--- src/rtl/regfile_scoreboard.sv ---
// Two-read / two-write register file with a per-register busy (pending producer) scoreboard.
// Optional write-to-read forwarding and a hardwired-zero register 0.
module regfile_scoreboard #(
  parameter int DATA_W   = 32,
  parameter int ADDR_W   = 5,
  parameter int ZERO_REG = 1,
  parameter int BYPASS   = 1
) (
  input  logic              clk,
  input  logic              rst,
  input  logic [ADDR_W-1:0] rd_addr_a,
  input  logic [ADDR_W-1:0] rd_addr_b,
  output logic [DATA_W-1:0] rd_data_a,
  output logic [DATA_W-1:0] rd_data_b,
  output logic              rd_busy_a,
  output logic              rd_busy_b,
  input  logic              wr0_en,
  input  logic [ADDR_W-1:0] wr0_addr,
  input  logic [DATA_W-1:0] wr0_data,
  input  logic              wr1_en,
  input  logic [ADDR_W-1:0] wr1_addr,
  input  logic [DATA_W-1:0] wr1_data,
  input  logic              issue_en,
  input  logic [ADDR_W-1:0] issue_addr,
  output logic [ADDR_W:0]   busy_count
);

  localparam int NREGS = 2**ADDR_W;

  logic [DATA_W-1:0] mem_q [NREGS];
  logic [NREGS-1:0]  busy_q, busy_d;
  logic [ADDR_W:0]   busy_count_q, busy_count_d;
  logic              wr0_ok, wr1_ok, issue_ok;
  logic [ADDR_W-1:0] ra [2];
  logic [DATA_W-1:0] rd_val [2];
  logic              rd_bsy [2];

  assign wr0_ok   = wr0_en   && !(ZERO_REG != 0 && wr0_addr   == '0);
  assign wr1_ok   = wr1_en   && !(ZERO_REG != 0 && wr1_addr   == '0);
  assign issue_ok = issue_en && !(ZERO_REG != 0 && issue_addr == '0);

  // Issue is applied after write-back clears so a same-cycle issue keeps the bit set.
  always_comb begin
    busy_d = busy_q;
    if (wr0_ok)   busy_d[wr0_addr]   = 1'b0;
    if (wr1_ok)   busy_d[wr1_addr]   = 1'b0;
    if (issue_ok) busy_d[issue_addr] = 1'b1;
    if (rst)      busy_d             = '0;
  end

  always_comb begin
    busy_count_d = '0;
    for (int unsigned i = 0; i < NREGS; i++) begin
      busy_count_d = busy_count_d + {{ADDR_W{1'b0}}, busy_d[i]};
    end
  end

  // Later non-blocking assignment lets port 1 win on an address collision.
  always_ff @(posedge clk) begin
    if (rst) begin
      for (int unsigned i = 0; i < NREGS; i++) begin
        mem_q[i] <= '0;
      end
      busy_q       <= '0;
      busy_count_q <= '0;
    end else begin
      if (wr0_ok) mem_q[wr0_addr] <= wr0_data;
      if (wr1_ok) mem_q[wr1_addr] <= wr1_data;
      busy_q       <= busy_d;
      busy_count_q <= busy_count_d;
    end
  end

  assign ra[0] = rd_addr_a;
  assign ra[1] = rd_addr_b;

  always_comb begin
    for (int unsigned p = 0; p < 2; p++) begin
      rd_val[p] = mem_q[ra[p]];
      rd_bsy[p] = busy_q[ra[p]];
      if (BYPASS != 0) begin
        if (wr0_ok && wr0_addr == ra[p]) rd_val[p] = wr0_data;
        if (wr1_ok && wr1_addr == ra[p]) rd_val[p] = wr1_data;
        rd_bsy[p] = busy_d[ra[p]];
      end
      if (ZERO_REG != 0 && ra[p] == '0) begin
        rd_val[p] = '0;
        rd_bsy[p] = 1'b0;
      end
    end
  end

  assign rd_data_a  = rd_val[0];
  assign rd_data_b  = rd_val[1];
  assign rd_busy_a  = rd_bsy[0];
  assign rd_busy_b  = rd_bsy[1];
  assign busy_count = busy_count_q;

endmodule

--- config.mk ---
export PLATFORM = sky130hd
export DESIGN_NAME = regfile_scoreboard
export DESIGN_NICKNAME = d
export VERILOG_FILES = /design/src/rtl/regfile_scoreboard.sv
export SDC_FILE = /design/constraint.sdc
export NUM_CORES = 2
export LEC_CHECK = 0
export CORE_UTILIZATION = 50
export DETAILED_ROUTE_END_ITERATION = 6
export GPL_ROUTABILITY_DRIVEN = 1
export MAX_ROUTING_LAYER = met4
export PLACE_DENSITY = 0.7
export SLEW_MARGIN = 20
export SYNTH_ARGS = -nofsm -noshare
export SYNTH_HDL_FRONTEND = slang
export SYNTH_SLANG_ARGS = --single-unit
--- constraint.sdc ---
create_clock -name clk -period 7.5 [get_ports clk]
set_input_delay 1.5 -clock clk [delete_from_list [all_inputs] [get_ports clk]]
set_output_delay 1.5 -clock clk [all_outputs]
set_load 0.02 [all_outputs]
* Word level (Yosys, flattened, before mapping)
Memories as Yosys holds them, arrays and structs flattened. Index checks and enable logic that the tools add are counted.
Storage, ports and cells: output and inout port bits 72, RAM bits 1024, input port bits 94, register bits 38, bits in read-only memories 0, memories kept 1, latch bits 0
Memory list:
- mem_q | words 32, bits a word 32, read ports 2, clocked after memory_dff 0, write ports 32, line 30 | logic [DATA_W-1:0] mem_q [NREGS];
Operators by class: shifts and indexed selects 0, multipliers 0, equal/unequal tests 4, bitwise logic cells 5, order comparisons 8, mux-type cells 36, reductions and logical operators 20, divide/modulo/power cells 0, $add $sub $neg 31
Operators with widths (number):
- $mux W32 | 12
- $add A6 B1 Y6 | 26
- $and A32 B32 Y32 | 2
- $not A32 Y32 | 2
- $reduce_or A32 Y1 | 2
- $or A32 B32 Y32 | 1
- $lt A5 B6 Y1 const B | 5
- $logic_not A5 Y1 | 5
- $eq A5 B5 Y1 | 4
- $mux W1 | 17
- $demux W1 S5 | 3
- $ge A5 B1 Y1 const B | 3
- $bmux W1 S5 | 2
- $logic_and A1 B1 Y1 | 10
- $mux W5 | 2
- $add A5 B1 Y6 | 1
- $add A4 B1 Y5 | 1
- $add A3 B1 Y4 | 1
- $add A2 B1 Y3 | 1
- $logic_not A1 Y1 | 3
- $add A1 B1 Y2 | 1

* Depth between registers and ports, before layout
depth in word-level cells 43, mapped depth 24, mapped depth without buffers 22

* Worst setup path before layout
Ideal clock, no wire load.
path kind input-to-reg, start input port wr1_addr[4], end register busy_count_q[4], in the netlist busy_count[4], data arrival time 7286 ps, buffers on the path 2, path slack 88 ps, stages 24, path through buf_2 -> or3_1 -> buf_2 -> nor3_2 -> or3_1 -> o21ai_1 -> inv_1 -> fa_1 -> fa_1 -> fa_1 -> inv_1 -> fa_1 -> fa_1 -> inv_1 -> fa_1 -> inv_1 -> ha_1 -> inv_1 -> fa_1 -> inv_1 -> a21o_1 -> a21oi_1 -> xor2_1 -> nor2_1
Between the ends: word-level cells in the longest chain between the ends 41
Ends and longest elaborated chain:
- start, declared | line 21 | input logic [ADDR_W-1:0] wr1_addr,
- $lt A5 B6 Y1 (not written as such) or $ge A5 B1 Y1 (tied branches) | line 46 | if (wr1_ok) busy_d[wr1_addr] = 1'b0;
- $logic_and A1 B1 Y1 (not written as such) | line 46
- $mux W1 (not written as such) | line 46
- $demux W1 S5 | line 46
- $not A32 Y32 (no source line)
- $and A32 B32 Y32 (no source line)
- $mux W32 (*) | line 46
- $or A32 B32 Y32 (no source line)
- $mux W32 (*) | line 47 | if (issue_ok) busy_d[issue_addr] = 1'b1;
- $mux W32 (*) | line 48 | if (rst) busy_d = '0;
- $add A1 B1 Y2 | line 54 | busy_count_d = busy_count_d + {{ADDR_W{1'b0}}, busy_d[i]};
- $add A2 B1 Y3 | line 54
- $add A3 B1 Y4 | line 54
- $add A4 B1 Y5 | line 54
- $add A5 B1 Y6 | line 54
- $add A6 B1 Y6 (25 in a row) | line 54
- $add A6 B1 Y6 (*) | line 54
- end signal, assigned | line 70 | busy_count_q <= busy_count_d;
- end, declared | line 32 | logic [ADDR_W:0] busy_count_q, busy_count_d;
Mark *: on every way between the ends. The rest lies on a longest branch, timed or not. A chain may end at the register's enable or synchronous reset.

* Final worst setup path
start input port wr1_addr[2], end register busy_count_q[4], in the netlist busy_count[4]
Same word-level chain as after synthesis.

==> results by group <==
Routing
  • Initial drt markers: around 8500
  • Drt drc: 31
  • Antenna-violating nets left: 0
  • Detailed-route via count: ~47000
  • Vias/cell: between 7 and 8
  • Total Wirelength: roughly 250000 um
  • Pre-antenna DRT Iters: 7
  • Routed len/inst: ~43 um

Global routing
  • Gr usage total: about two fifths
  • Total grt overflow: 0
  • First-pass GRT wire length: roughly 350000 um
  • Initial antenna violation count: 10
  • Largest net degree at the start of global routing: 69
  • Vias in the first global route: roughly 46000

Synthesis
  • Cells after synthesis: between 4000 and 5000
  • Yosys warns: 0
  • Synth Flop Type: edfxtp_1
  • Avg Inst Size Synth: approximately 15 um2
  • Number of synthesized flops with an enable pin: around 1000
  • Cell variety after synth: 83
  • Synth Register Bits: 1062
  • Asr flop ratio synth: 0%
  • Register area share after synthesis: between 50% and 60%
  • Post-Syn Area: ~63000 um2

Setup path
  • CP Launch Type: input port
  • R2r setup slk: 2270 ps
  • Critical path data arrival time: between 7000 and 8000 ps
  • Worst path cell trace: clkdlybuf4s50_1, or3_1, nor3_2, or3_2, o21ai_1, inv_1, fa_1, fa_1, fa_1, inv_1, fa_1, fa_1, inv_1, fa_1, inv_1, ha_1, inv_1, fa_1, inv_1, a21o_1, a21oi_1, xor2_1, nor2_1
  • Crit path launch: wr1_addr[2]
  • Worst r2r dst: busy_count[4]
  • Worst reg2reg startpoint: busy_q[15]
  • Critical Path Sink Type: flip-flop
  • Worst Path Max Fanout: 4
  • Most used cell, CP: fa_1
  • Crit-path slowest cell: fa_1
  • Critical path data required time: approximately 8100 ps
  • Crit Path Class: in -> reg
  • Worst setup path endpoint: busy_count[4]
  • Largest stage delay on the critical path: 580 ps
  • Worst R2R Path Depth: 22

CTS
  • Total clock buffers created by CTS: 110
  • Reg clk slew, reported paths: ~70 ps
  • Worst-case clock buffer depth: 3
  • Buffer count from post-CTS setup fixing: 0
  • Worst-Skew Late Latency: between 700 and 800 ps
  • CTS tree: built
  • Post-CTS Resized: 0
  • Clock root buffer: clkbuf_16
  • Hold buffer count at cts: 0
  • Clk sinks: around 1100
  • H-Tree Depth: 3

Status
  • Failing checks: DRC
  • Outcome: finished, violations left

Flow run
  • Maxcap violations: 0

Floorplan
  • Die W: 355.7 um
  • Die Footprint: around 130000 um2
  • Initial Util: roughly half
  • Die height: about 360 um
  • Core area: approximately 120000 um2
  • Core Rows: 129
  • I/O pin cnt: approximately 170

Finish
  • Fin cells: ~5900
  • Share of cells above drive strength 1: between 20% and 30%
  • Synth-to-Final Area Change: 13.26%
  • Post-layout nets: 4310

Pwr
  • Sw frac: between 20 and 30%
  • Net Sw Power: 4.077 mW
  • Power Internal: 11.05 mW
  • Comb power frac: between 15 and 20%
  • Leakage power: roughly 24 nW
  • Sequential cell fraction of total power: between 40% and 50%
  • Power density cells: around 210 nW/um2
  • Worst VDD drop: approximately 0.19 mV
  • Clock power share: about 37%

STA
  • RSZ-0062 raised after global routing: false
  • Post-layout worst setup margin: between 600 and 700 ps
  • Endpoints failing setup: 0
  • Final worst path period share: between 90% and 100%
  • Worst Clk Skew: 13.23 ps
  • Min Tclk post-route: approximately 7000 ps
  • Worst-Margin Slew: about 1300 ps
  • Final Slew Violations: 0
  • Rel. slew slack: 14.02%
  • Max Freq: 145.7 MHz
  • Final Hold Viols: 0

Worst hold path
  • Hold Path Depth: 2
  • Hold Crit Start: busy_q[11]
  • Hold Crit Class: reg -> reg

Place
  • Number of instances in the placed design: 5709
  • Routability Congestion: approximately 1
  • DP HPWL: between 100000 and 150000 um
  • Pre-CTS WS: -61.01 ps
  • Port bufs: roughly 170
==> power groups by stage <==
stage | logic, mW | clock network [mW] | registers [mW]
floorplan | 1.49 | 0 | 7.10
global placement | 2.43 | 0 | 7.13
detailed placement | 2.44 | 0 | 7.16
CTS | 2.45 | 5.53 | 7.04
global route | 2.57 | 5.74 | 7.08
finish | 2.53 | 5.56 | 7.05
==> layer usage <==
metal	wire (um)	track usage, %	up-vias
li1	-	-	17520
met1	81780	50.02	23660
met2	107100	55.98	4915
met3	43310	16.39	1260
met4	20400	27.91	0
met5	0	-	-
==> state kept, by name (all words and copies together), names as in the netlist <==
signal / flops
busy_q: 32
mem_q: 1024
busy_count: 6
==> synth_stat cells, types with 7 or more instances <==
cell type,n,area (um2)
inv_1,75,281.5
a21oi_1,89,445.4
edfxtp_1,1024,30750
and3b_1,11,96.34
o31ai_1,7,52.55
ha_1,7,87.58
o21ai_0,28,140.1
nor3b_1,9,67.56
a211oi_1,11,82.58
nand2_1,113,424.2
nand3_1,8,40.04
xnor2_1,12,105.1
clkbuf_1,524,1967
o21ai_1,66,330.3
or3_1,8,50.05
a21o_1,7,52.55
buf_2,70,350.3
nor3_1,26,130.1
mux4_2,642,14460
mux2i_1,71,710.7
nor2_1,136,510.5
fa_1,24,480.5
buf_1,61,229.0
a22o_1,1000,8758
xor2_1,11,96.34
dfxtp_1,38,760.7
nand3b_1,11,82.58
==> worst min-delay path by stage <==
| stage | end |
|---|---|
| global route | busy_q[11] |
| finish | busy_q[11] |
| CTS | busy_q[11] |
| detailed placement | busy_q[11] |
| global placement | busy_q[11] |
| floorplan | busy_q[11] |
==> critical path: cells and delay by family <==
kind,cells,cell delay [ps]
AOI/OAI and AO/OA,3,460
xor gates and xnor gates,1,160
adders and majority gates,8,3580
buffers and inverters,7,960
and+or+nand+nor,4,790
==> cell usage in the layout (no fill, tap or decap), types with 24 or more instances in the layout <==
master              n
edfxtp_1         1024
a22o_1           1000
mux4_2            642
buf_4             307
clkdlybuf4s50_1   145
clkbuf_16         112
nand2_1           107
nor2_1            100
a21oi_1            89
mux2i_1            71
inv_1              68
o21ai_1            65
dfxtp_1            38
nor2_4             36
clkinv_1           36
conb_1             32
buf_12             27
o21ai_0            24
fa_1               24
==> cell families (layout without fill, tap and decap cells) <==
group | Yosys count | count (layout) | synth area share (%)
DFF | 1062 | 1062 | 50.37
adders and majority gates | 31 | 31 | 0.9080
other | 1 | 47 | 0.005994
xor gates and xnor gates | 23 | 23 | 0.3220
and+or+nand+nor | 369 | 369 | 2.916
AOI/OAI and AO/OA | 1262 | 1262 | 16.55
buffers and inverters | 742 | 782 | 4.644
muxes | 715 | 715 | 24.28
==> stage by stage <==
stage                     utilization (%)  hold WS [ps]  area, um2  power [mW]  setup TNS [ps]
after floorplan                         -         429.5      62680       8.593               0
after CTS                           57.14         469.5      70830       15.02               0
after detailed placement            54.28         461.7      67290       9.608          -61.01
after global routing                57.16         484.4      70850       15.40               0
final                               57.16         463.9      70860       15.13               0
after global placement              54.21         454.7      67200       9.554               0
==> final cells by class <==
type	count	area [um2]
fillers	9447	53100
flip-flops and latches	1062	31510
multi-input cells	2432	28880
repair buffers	500	4538
clock buffers	132	2888
well taps	1637	2048
clock inverters	71	653.1
inverters	79	306.5
diodes	15	37.54
Power figures use the tool's default switching activity.
